### src/rtl/prescaler_pkg.sv
// Shared encodings and the reset-default divisor helper for the prescaler bank.
package prescaler_pkg;

  localparam logic MODE_PERIODIC = 1'b0;
  localparam logic MODE_ONESHOT  = 1'b1;

  typedef enum logic {
    ST_IDLE = 1'b0,
    ST_RUN  = 1'b1
  } state_t;

  // Reload value that yields hz pulses per second from a clk_hz clock.
  function automatic longint unsigned div_default(input longint unsigned clk_hz,
                                                  input longint unsigned hz);
    return (clk_hz / hz) - 64'd1;
  endfunction

endpackage

### src/rtl/prescaler_channel.sv
// One prescaler channel: counter, shadow/active divisor, mode and IDLE/RUN FSM.
// The pulse and state are decoded from registers only.
module prescaler_channel
  import prescaler_pkg::*;
#(
  parameter int             B       = 27,
  parameter logic [B-1:0]   DIV_RST = '0
) (
  input  logic         i_CLK,
  input  logic         i_Reset,
  input  logic         en,
  input  logic         trig,
  input  logic         sync,
  input  logic         we,
  input  logic [B-1:0] div,
  input  logic         wmode,
  output logic         ceo,
  output state_t       state
`ifdef PRESCALER_READBACK_EN
  ,
  output logic [B-1:0] q_out,
  output logic [B-1:0] dact_out
`endif
);

  logic [B-1:0] q, q_nxt;
  logic [B-1:0] dsh, dact, dact_nxt;
  logic         mode;
  state_t       state_q, state_nxt;
  logic         terminal;
  logic         load;

  assign terminal = (state_q == ST_RUN) && (q == dact);
  // A write landing on a load edge is forwarded so it takes effect at once.
  assign load     = (state_q == ST_IDLE) || terminal || sync;
  assign dact_nxt = load ? (we ? div : dsh) : dact;

  assign ceo   = terminal;
  assign state = state_q;

`ifdef PRESCALER_READBACK_EN
  assign q_out    = q;
  assign dact_out = dact;
`endif

  // Priority: disable > sync > retrigger > wrap/increment.
  always_comb begin
    q_nxt     = q;
    state_nxt = state_q;
    if (!en) begin
      state_nxt = ST_IDLE;
      q_nxt     = '0;
    end else if (state_q == ST_IDLE) begin
      if ((mode == MODE_PERIODIC) || trig) begin
        state_nxt = ST_RUN;
        q_nxt     = '0;
      end
    end else if (sync) begin
      q_nxt = '0;
    end else if (trig && (mode == MODE_ONESHOT)) begin
      q_nxt = '0;
    end else if (terminal) begin
      q_nxt = '0;
      if (mode == MODE_ONESHOT) begin
        state_nxt = ST_IDLE;
      end
    end else begin
      q_nxt = q + B'(1);
    end
  end

  always_ff @(posedge i_CLK or posedge i_Reset) begin
    if (i_Reset) begin
      q       <= '0;
      dsh     <= DIV_RST;
      dact    <= DIV_RST;
      mode    <= MODE_PERIODIC;
      state_q <= ST_IDLE;
    end else begin
      q       <= q_nxt;
      dact    <= dact_nxt;
      state_q <= state_nxt;
      if (we) begin
        dsh  <= div;
        mode <= wmode;
      end
    end
  end

endmodule

### src/rtl/prescaler_bank.sv
// N-channel programmable clock-enable generator with global phase sync.
// Optional readback of the addressed channel's Q and Dact: PRESCALER_READBACK_EN.
module prescaler_bank
  import prescaler_pkg::*;
#(
  parameter int          N      = 4,
  parameter int          B      = 27,
  parameter int unsigned CLK_HZ = 100_000_000,
  parameter int unsigned HZ     = 1
) (
  input  logic                                  i_CLK,
  input  logic                                  i_Reset,
  input  logic [N-1:0]                          i_En,
  input  logic [N-1:0]                          i_Trig,
  input  logic                                  i_Sync,
  // i_WE is a single-cycle strobe: the addressed channel captures i_Div/i_Mode
  // at that edge; there is no back-pressure.
  input  logic                                  i_WE,
  input  logic [((N > 1) ? $clog2(N) : 1)-1:0]  i_Addr,
  input  logic [B-1:0]                          i_Div,
  input  logic                                  i_Mode,
  output logic [N-1:0]                          o_CEO,
  output logic [N-1:0]                          o_Busy
`ifdef PRESCALER_READBACK_EN
  ,
  output logic [B-1:0]                          o_Count,
  output logic [B-1:0]                          o_DivAct
`endif
);

  localparam int AW = (N > 1) ? $clog2(N) : 1;
  localparam longint unsigned DIV_DEFAULT_L = div_default(CLK_HZ, HZ);
  localparam logic [B-1:0] DIV_DEFAULT = B'(DIV_DEFAULT_L);

  if (DIV_DEFAULT_L >= (64'd1 << B)) begin : g_div_range
    $error("prescaler_bank: CLK_HZ/HZ-1 does not fit in B bits");
  end

  logic [N-1:0] we_c;
  state_t       ch_state [N];

`ifdef PRESCALER_READBACK_EN
  logic [B-1:0] q_arr    [N];
  logic [B-1:0] dact_arr [N];
`endif

  for (genvar c = 0; c < N; c++) begin : g_ch
    assign we_c[c]   = i_WE && (i_Addr == AW'(c));
    assign o_Busy[c] = (ch_state[c] == ST_RUN);

    prescaler_channel #(
      .B       (B),
      .DIV_RST (DIV_DEFAULT)
    ) u_ch (
      .i_CLK   (i_CLK),
      .i_Reset (i_Reset),
      .en      (i_En[c]),
      .trig    (i_Trig[c]),
      .sync    (i_Sync),
      .we      (we_c[c]),
      .div     (i_Div),
      .wmode   (i_Mode),
      .ceo     (o_CEO[c]),
      .state   (ch_state[c])
`ifdef PRESCALER_READBACK_EN
      ,
      .q_out    (q_arr[c]),
      .dact_out (dact_arr[c])
`endif
    );
  end

`ifdef PRESCALER_READBACK_EN
  localparam int AWP = AW + 1;

  always_ff @(posedge i_CLK or posedge i_Reset) begin
    if (i_Reset) begin
      o_Count  <= '0;
      o_DivAct <= '0;
    end else if ({1'b0, i_Addr} < AWP'(N)) begin
      o_Count  <= q_arr[i_Addr];
      o_DivAct <= dact_arr[i_Addr];
    end else begin
      o_Count  <= '0;
      o_DivAct <= '0;
    end
  end
`endif

endmodule

### config.mk
export PLATFORM = sky130hd
export DESIGN_NAME = prescaler_bank
export DESIGN_NICKNAME = d
export VERILOG_FILES = /design/src/rtl/prescaler_pkg.sv /design/src/rtl/prescaler_channel.sv /design/src/rtl/prescaler_bank.sv
export SDC_FILE = /design/constraint.sdc
export NUM_CORES = 1
export LEC_CHECK = 0
export BUFFER_PORTS_ARGS = -buffer_cell sky130_fd_sc_hd__buf_2
export CAP_MARGIN = 20
export CORE_MARGIN = 2
export CORE_UTILIZATION = 30
export CTS_CLUSTER_DIAMETER = 30
export CTS_CLUSTER_SIZE = 16
export DETAILED_ROUTE_END_ITERATION = 8
export PLACE_DENSITY = 0.43
export SLEW_MARGIN = 15
export SYNTH_ARGS = -nofsm -noshare
export SYNTH_HDL_FRONTEND = slang
export SYNTH_HIERARCHICAL = 1
export SYNTH_SLANG_ARGS = --single-unit
### constraint.sdc
create_clock -name i_CLK -period 7.7 [get_ports i_CLK]
set_clock_uncertainty 0.1 [all_clocks]
set_input_delay 0.77 -clock i_CLK [delete_from_list [all_inputs] [get_ports i_CLK]]
set_output_delay 0.77 -clock i_CLK [all_outputs]
set_load 0.01 [all_outputs]
==> impl_metrics.tcl <==
set metrics [dict create \
    status "completed" \
    cts_setup_buffers 0 \
    synthCells 1319 \
    synth_top_area_share_pct 27.8 \
    final.min_clock_period_ns 3.19 \
    netSwitchingFraction_pct 22.4 \
    yosysTopAreaCell "dfrtp_1" \
    clkPwrFrac_pct 58.0 \
    worst-setup-path-type "reg -> out" \
    finalMaxSlewViolations 0 \
    seq_area_frac_synth_pct 52.5 \
    dr_total_vias 10600 \
    viasPerCell 4.82 \
    drt_iter0_markers 564 \
    fin_nets 1472 \
    routed_wl_mm 42.4 \
    internal-power_w 0.00537 \
    fin_util_pct 38.3 \
    start_kind "register" \
    rsz0062_at_grt "no" \
    ff2ff_path_depth 7 \
    pwr-share-comb_pct 9.4 \
    yosysWarnings 6 \
    initial_core_util_pct 30.2 \
    synth_edf_count 0 \
    die_area_um2 55900 \
    hold_viol_final 0 \
    gp_congestion 0.773 \
    die_w_um 236 \
    synthToLayoutAreaGrowth_pct 26.6 \
    final_cells 2204 \
    grt.total_usage_pct 15.4 \
    power_w 0.00692 \
    cts_buffers 93 \
    cts_tree "done" \
    cts_sinks 332 \
    cp_data_required_time_ns 6.83 \
    syn_area_um2 16200 \
    io_buffers 49 \
    fmax_ghz 0.314 \
    syn_avg_cell_area_um2 12.3 \
    cts_max_path_buffers 3 \
    insertion_delay_ns 0.60 \
    final_cell_mix "dfrtp_1 (180), mux2_2 (160), dfstp_2 (152)" \
    rows 85 \
    cp-end-kind "output port" \
    leakagePower_nw 8.09 \
    worst_pin_slew_ns 0.808 \
    worstPathMaxFanout 4 \
    r2r_end "g_ch[0].u_ch/q[20]" \
    wl_per_cell_um 19.2 \
    final_common_cell "dfrtp_1" \
    cp.arrival_ns 2.32 \
    tns_ns 0 \
    drt_pre_antenna_iters 4 \
    drc_errors 0 \
    syn_nets 1365 \
    clk_pin_slew_worst_paths_ns 0.04 \
    async_flop_share_pct 100 \
    antenna_found_initial 4 \
    cts-root-buf "clkbuf_16" \
    seqPwrFrac_pct 32.6 \
    ir_drop_uv 136 \
    dp.cells 2027 \
    finalSetupViolCount 0 \
    hpwl_mm 27.5 \
    grt_pass1_wl_mm 65.9 \
    gr-total-overflow 0 \
    cts_resized 0 \
    fin_crit_sh_pct 41.4 \
    switchingPower_w 0.00155 \
    grt_pass1_vias 11000 \
    synth_cell_types 51 \
    ant_nets 0 \
    grt_max_degree 63 \
    reg2reg_from "g_ch[0].u_ch/q[9]" \
    ios 50 \
    die_y_um 236 \
    ys_ff_latch 332 \
    r2r_slack_ns 5.27 \
    maxCapViolations 0 \
    hp-class "in -> async" \
    slew-limit-headroom_pct 46.1 \
    synth_area_leaders "dfrtp_1 (28%), dfstp_2 (25%), mux2_2 (11%), xnor2_1 (6.7%), mux2_4 (5.6%)" \
    final_layout_size_suffix_gt1_share_pct 43.7 \
    core_um2 53600 \
    synth_flop_cell "dfrtp_1" \
    cts.hold.buffers_added 0 \
    cts_max_level 3 \
    power.density_nw_per_um2 338 \
]
## flip-flops by register name (all words and copies together), names as in the netlist
register and cells:
g_ch.u_ch/dact 108, g_ch.u_ch/dsh 108, g_ch.u_ch/mode 4, g_ch.u_ch/q 108, g_ch.u_ch/state 4
## per-stage QoR
stage          hold WS [ns]  setup slack (ns)  area, µm²
2_1_floorplan         0.369              4.76      16200
3_3_place_gp          0.378              4.99      17200
3_5_place_dp          0.384              4.92      17200
4_1_cts               0.120              4.44      20500
5_1_grt               0.160              4.34      20500
6_report              0.145              4.51      20500
## power groups by stage
stage | Sequential, W | Clock (W) | Combinational [W]
6_report | 0.00226 | 0.00401 | 0.000653
5_1_grt | 0.00229 | 0.00420 | 0.000717
4_1_cts | 0.00226 | 0.00411 | 0.000668
3_5_place_dp | 0.00228 | 0 | 0.000664
3_3_place_gp | 0.00228 | 0 | 0.000658
2_1_floorplan | 0.00223 | 0 | 0.000520
## synthesized netlist by cell type, types with 4 or more instances
cell and n:
o21ai_0 25, mux2_2 160, dfstp_2 152, nor3_2 9, nand2_1 117, nand4_1 56, dfrtp_1 180, xor2_1 13
or3_1 5, o311ai_0 19, a31oi_1 9, xnor2_1 123, nand3_1 75, a21o_1 12, a21oi_1 23, clkbuf_1 14
and3_1 13, mux2i_1 13, o311ai_2 6, inv_1 19, nand2b_1 8, o311ai_1 5, nor2_1 57, or2_2 7
buf_1 8, and2_1 17, or3_4 4, a22o_1 20, mux2_4 60, ha_1 4, nor4_4 6, nor3_1 9
buf_6 14, o31ai_1 8, nor3b_1 4, buf_2 18
## logic make-up after synthesis
kind of cell	Yosys count	synth area share, %
flip-flops	332	52.5
adder cells (fa/ha/maj)	4	0.309
XOR/XNOR	136	7.35
AO/OA/AOI/OAI	141	6.52
multiplexers	233	17.5
buffers and inverters	75	2.54
AND/OR/NAND/NOR	398	13.3
## critical path: stages, from the launching register on
cell	delay, ns
dfstp_2	0.54
xnor2_1	0.16
nand4_1	0.20
nor4_4	0.47
and3_1	0.22
buf_2	0.14
## routing by layer
layer | share of wire, % | vias to the layer above | global-route usage (%)
met5 | 0 | - | 0
met4 | 1.9 | 0 | 5.62
met3 | 4.1 | 65 | 2.66
met2 | 46 | 212 | 23.9
met1 | 48 | 5367 | 21.4
li1 | - | 4990 | -
## how the worst max path moves through the flow
stage / start / cells past startpoint / end / slack (ns)
final: g_ch[1].u_ch/dact[26] / 5 / o_CEO[1] / 4.51
after global placement: i_Sync / 6 / g_ch[0].u_ch/q[18] / 4.99
after global routing: g_ch[2].u_ch/q[19] / 5 / o_CEO[2] / 4.34
after CTS: g_ch[2].u_ch/q[19] / 5 / o_CEO[2] / 4.44
after floorplan: i_Reset / 1 / g_ch[0].u_ch/dact[10] / 4.76
after detailed placement: i_Sync / 6 / g_ch[0].u_ch/q[16] / 4.92
## cell type report
class	count	area, µm²
inverters	19	76.3
repair buffers	68	388
clock inverters	49	639
multi-input cells	912	7330
clock buffers	127	2710
fillers	5166	33100
diodes	1	2.50
flip-flops and latches	332	8500
well taps	696	871
Power figures use the tool's default switching activity.
